[config.mk]
export PLATFORM = sky130hd
export DESIGN_NAME = uart_transmitter
export DESIGN_NICKNAME = d
export VERILOG_FILES = /design/src/rtl/uart_transmitter.sv
export SDC_FILE = /design/constraint.sdc
export NUM_CORES = 1
export LEC_CHECK = 0
export BUFFER_PORTS_ARGS = -buffer_cell sky130_fd_sc_hd__buf_2
export CORE_ASPECT_RATIO = 0.75
export CORE_MARGIN = 2
export CORE_UTILIZATION = 50
export CTS_BUF_LIST = sky130_fd_sc_hd__clkbuf_4 sky130_fd_sc_hd__clkbuf_8
export CTS_CLUSTER_DIAMETER = 150
export CTS_CLUSTER_SIZE = 25
export DETAILED_ROUTE_END_ITERATION = 8
export MAX_ROUTING_LAYER = met4
export PLACE_DENSITY = 0.67
export SETUP_SLACK_MARGIN = 0.3
export SLEW_MARGIN = 10
export SYNTH_ARGS = -nofsm -noshare
export SYNTH_HDL_FRONTEND = slang
export SYNTH_SLANG_ARGS = --single-unit
[constraint.sdc]
create_clock -name clk -period 4.3 [get_ports clk]
set_input_delay 0.645 -clock clk [delete_from_list [all_inputs] [get_ports clk]]
set_output_delay 0.645 -clock clk [all_outputs]
set_load 0.01 [all_outputs]
[src/rtl/uart_transmitter.sv]
// rtl/uart_transmitter.sv - UART transmitter: byte FIFO feeding an 8-data, parity, 1-stop serial framer
`timescale 1ns/1ps
module uart_transmitter #(
  parameter int FIFO_DEPTH = 4,
  parameter int PARITY_ODD = 0
) (
  input  logic       clk,
  input  logic       reset,
  input  logic [2:0] baud_select,
  input  logic       Tx_EN,
  input  logic       Tx_WR,
  input  logic [7:0] Tx_DATA,
  output logic       Tx_D,
  output logic       Tx_BUSY,
  output logic       Tx_FULL,
  output logic       Tx_EMPTY
);

  localparam int AW = (FIFO_DEPTH > 1) ? $clog2(FIFO_DEPTH) : 1;
  localparam int CW = AW + 1;
  localparam logic ODD = (PARITY_ODD != 0);

  localparam logic [2:0] ST_IDLE   = 3'd0;
  localparam logic [2:0] ST_START  = 3'd1;
  localparam logic [2:0] ST_DATA   = 3'd2;
  localparam logic [2:0] ST_PARITY = 3'd3;
  localparam logic [2:0] ST_STOP   = 3'd4;

  logic [7:0]    mem [FIFO_DEPTH];
  logic [AW-1:0] wr_ptr;
  logic [AW-1:0] rd_ptr;
  logic [CW-1:0] count;
  logic [CW-1:0] count_next;
  logic          push;
  logic          pop;

  logic [2:0]    state;
  logic [14:0]   div_sel;
  logic [14:0]   div_q;
  logic [14:0]   tick_cnt;
  logic [3:0]    tick_idx;
  logic [2:0]    bit_idx;
  logic [7:0]    shift;
  logic          parity;
  logic          tick_wrap;
  logic          bit_done;

  always_comb begin
    div_sel = 15'd54;
    case (baud_select)
      3'b000:  div_sel = 15'd20833;
      3'b001:  div_sel = 15'd5208;
      3'b010:  div_sel = 15'd1302;
      3'b011:  div_sel = 15'd651;
      3'b100:  div_sel = 15'd326;
      3'b101:  div_sel = 15'd163;
      3'b110:  div_sel = 15'd109;
      default: div_sel = 15'd54;
    endcase
  end

  assign tick_wrap = (tick_cnt == div_q - 15'd1);
  assign bit_done  = tick_wrap && (tick_idx == 4'd15);

  // A write while full is dropped even when a pop frees a slot in the same cycle.
  assign push = Tx_WR && !Tx_FULL;
  assign pop  = Tx_EN && !Tx_EMPTY &&
                ((state == ST_IDLE) || ((state == ST_STOP) && bit_done));

  always_comb begin
    count_next = count;
    case ({push, pop})
      2'b10:   count_next = count + CW'(1);
      2'b01:   count_next = count - CW'(1);
      default: count_next = count;
    endcase
  end

  always_ff @(posedge clk) begin
    if (push) begin
      mem[wr_ptr] <= Tx_DATA;
    end
  end

  always_ff @(posedge clk) begin
    if (reset) begin
      wr_ptr   <= '0;
      rd_ptr   <= '0;
      count    <= '0;
      Tx_FULL  <= 1'b0;
      Tx_EMPTY <= 1'b1;
    end else begin
      if (push) begin
        wr_ptr <= wr_ptr + AW'(1);
      end
      if (pop) begin
        rd_ptr <= rd_ptr + AW'(1);
      end
      count    <= count_next;
      Tx_FULL  <= (count_next == CW'(FIFO_DEPTH));
      Tx_EMPTY <= (count_next == '0);
    end
  end

  // Launch clears both timing counters so the start bit gets a full 16 ticks.
  always_ff @(posedge clk) begin
    if (reset) begin
      state    <= ST_IDLE;
      Tx_D     <= 1'b1;
      Tx_BUSY  <= 1'b0;
      div_q    <= 15'd54;
      tick_cnt <= '0;
      tick_idx <= '0;
      bit_idx  <= '0;
      shift    <= '0;
      parity   <= 1'b0;
    end else if (pop) begin
      state    <= ST_START;
      Tx_D     <= 1'b0;
      Tx_BUSY  <= 1'b1;
      div_q    <= div_sel;
      tick_cnt <= '0;
      tick_idx <= '0;
      bit_idx  <= '0;
      shift    <= mem[rd_ptr];
      parity   <= (^mem[rd_ptr]) ^ ODD;
    end else if (state != ST_IDLE) begin
      if (tick_wrap) begin
        tick_cnt <= '0;
        tick_idx <= tick_idx + 4'd1;
      end else begin
        tick_cnt <= tick_cnt + 15'd1;
      end
      if (bit_done) begin
        case (state)
          ST_START: begin
            state <= ST_DATA;
            Tx_D  <= shift[0];
          end
          ST_DATA: begin
            if (bit_idx == 3'd7) begin
              state <= ST_PARITY;
              Tx_D  <= parity;
            end else begin
              bit_idx <= bit_idx + 3'd1;
              shift   <= {1'b0, shift[7:1]};
              Tx_D    <= shift[1];
            end
          end
          ST_PARITY: begin
            state <= ST_STOP;
            Tx_D  <= 1'b1;
          end
          default: begin
            state   <= ST_IDLE;
            Tx_D    <= 1'b1;
            Tx_BUSY <= 1'b0;
          end
        endcase
      end
    end
  end

endmodule

==> run metrics <==
post-synth top area cell dfxtp_1; commonest non-fill, non-tap cell in the layout dfxtp_1; port bufs 18; Worst-Margin Slew 753.1 ps; Clock Power Share 27.0%; largest cells by area after synthesis dfxtp_1 (27%), edfxtp_1 (21%), xnor2_1 (5.3%), mux4_2 (4.0%), nor2_1 (3.9%); total grt overflow 0; core area 8600 um^2; Net Sw Frac 30.63%; Main synth FF type dfxtp_1; Yosys reg bits 92; final wirelength 8.451 mm; Int Power 1479 uW; Post-CTS Resized 0; Post-synth EDFFs 32; area post-placement 4627 um^2; MaxCap Viol Count 0; Tot Pwr 2132 uW; crit path max fanout 6; Fill cells 742; Initial Util 52.15%; unrepaired setup endpoints after global routing no; mean post-synth cell area 10.10 um^2; post-synth cell types 55; Die Width 113.4 um; worst ir drop on vdd 198.1 uV; R2R cell count 12; Sequential Power Share 50.8%; layout cell share with drive strength beyond 1 11.67%; Slew Viols, Final 0; clock sinks 92; htree depth 3; Final Skew 10.05 ps; Gate Count Post-Synth 444; Mapped Nets 471; Post-synth ARST share 0%; RR Startpoint div_q[0]; Routed wire per std cell 15.04 um; largest net degree at the start of global routing 41; post-synth top area share 26.79%; P_leak 0.001734 uW; Final Setup Violations 0; Crit. Startpoint div_q[0]; Max Fclk 267.9 MHz; CP startpoint kind flop; status complete, no violations; crit share post-route 86.81%; DP Wirelength 6.132 mm; RR Endpoint Tx_EMPTY; min-delay src rd_ptr[0]; critical path class flop to flop; Worst Hold Class flop to flop; crit end category flop; Die ar. 9750 um^2; postcts setup bufs 0; Area Overhead vs Synth 7.589%; Nets 476; Initial DRC Count 305; Final GP Congestion 0.9009; CTS tree yes; DRC viols 0; CTS Buf Count 9; Worst Setup EP Tx_EMPTY; CTS root buf clkbuf_8; minimum clock period 3733 ps; row cnt 29; clock latency on the worst-skew pair 360 ps; vias in the first global route 2987; crit path DAT 4020 ps; Seq/Total Area, Yosys 48.21%; initial antenna violation count 0; commonest cells after routing, fill and taps aside dfxtp_1 (60), nor2_1 (46), nand2_1 (32), edfxtp_1 (32), xnor2_1 (27); DR vias 3183; Final TNS setup 0 ps; Logic pwr share 22.2%; fin area 4825 um^2; Max clock buf depth 2; drt first pass iters 4; Final Hold Fails 0; PD cells 441.8 nW/um^2; first-pass GRT wire length 14.60 mm; n_diodes 0; worst reg-to-reg setup slack 570 ps; Synth warnings 0; Routed Antenna Nets 0; CP required 4590 ps; Die H 86.02 um; relative slew slack 49.41%; Net Switching 653.0 uW; IO Pins 19; Global Route Usage Sum 19.66%; Hold Buf Count CTS 0; via/cell ratio 5.664; Clk pin slew, worst setup/hold paths 90 ps; synthesized cell area 4484 um^2
[worst min path at each step]
| stage | end | slack (ps) | depth (start not counted) |
|---|---|---|---|
| 3_3_place_gp | shift[7] | 460 | 2 |
| 4_1_cts | mem[2][3] | 480 | 1 |
| 6_report | flop | 480 | 2 |
| 2_1_floorplan | shift[7] | 450 | 2 |
| 5_1_grt | mem[2][7] | 480 | 1 |
| 3_5_place_dp | flop | 470 | 2 |
[worst max-delay path: stages (launching register included)]
cell	delay [ps]
dfxtp_1	370
or4_1	620
nor3_1	300
mux2_2	390
o31a_1	280
nor4_2	510
o21ai_2	110
inv_2	70
ha_1	200
fa_1	450
nor2_1	120
a21oi_1	90
a21oi_1	150
[metrics by stage]
| step | worst slack [ps] | utilization, % | std cells | hold WS (ps) |
|---|---|---|---|---|
| final | 567.0 | 56.10 | 562 | 481.1 |
| after global routing | 354.5 | 56.10 | 562 | 484.9 |
| after CTS | 592.2 | 56.10 | 562 | 480.0 |
| after detailed placement | 614.1 | 53.80 | 546 | 470.3 |
| after global placement | 741.3 | 53.80 | 546 | 457.2 |
| after floorplan | 636.6 | - | 444 | 447.2 |
[routing by layer]
layer  routed length [um]  global-route usage, %
met1                 4425                  28.08
met2                 3524                  27.54
met3                  427                  4.947
met4                   73                  5.987
met5                    0                      -
[final cells by class]
cell class	instances	area [um^2]	area share (%)
Sequential cell	92	2162	44.81
Tap cell	108	135.1	2.801
Clock inverter	7	73.82	1.530
Inverter	17	63.81	1.323
Timing Repair Buffer	22	120.1	2.490
Multi-Input combinational cell	307	2146	44.48
Clock buffer	9	123.9	2.567
[sequential cells by signal, summed over array words and instances (netlist names), 3 cells and up, named ones only]
name / flops
bit_idx: 3
count: 3
div_q: 13
mem: 32
shift: 8
state: 3
tick_cnt: 15
tick_idx: 4
[cells in the mapped netlist (all sizes together) (2+ instances only)]
library cell,n
dfxtp,60
nor2,46
edfxtp,32
nand2,32
xnor2,27
a21oi,21
clkbuf,18
xor2,18
mux2i,17
nor3,17
inv,16
nand3,13
a211oi,11
ha,11
nand4,11
buf,10
mux4,8
o21ai,8
and2,7
nor3b,6
or3,6
or4,5
a31oi,4
nor4,4
and3,3
nand2b,3
a311oi,2
and4,2
mux2,2
nor2b,2
o2111ai,2
o31ai,2
[cell families (layout without fill, tap and decap cells)]
| logic type | Yosys count | in the layout | synth area share, % |
|---|---|---|---|
| fa+ha+maj | 13 | 13 | 3.739 |
| xor+xnor | 45 | 45 | 8.789 |
| flops | 92 | 92 | 48.21 |
| simple gates | 161 | 161 | 18.03 |
| compound gates | 61 | 61 | 8.901 |
| mux | 27 | 27 | 8.315 |
| buf+inv | 45 | 55 | 4.018 |
[power by group through the flow]
stage | registers [uW] | clock network, uW | logic, uW
after CTS | 1080 | 593 | 475
after floorplan | 1070 | 0 | 391
after global routing | 1100 | 628 | 532
after global placement | 1100 | 0 | 461
after detailed placement | 1100 | 0 | 472
final | 1080 | 575 | 473
Power figures use the tool's default switching activity.
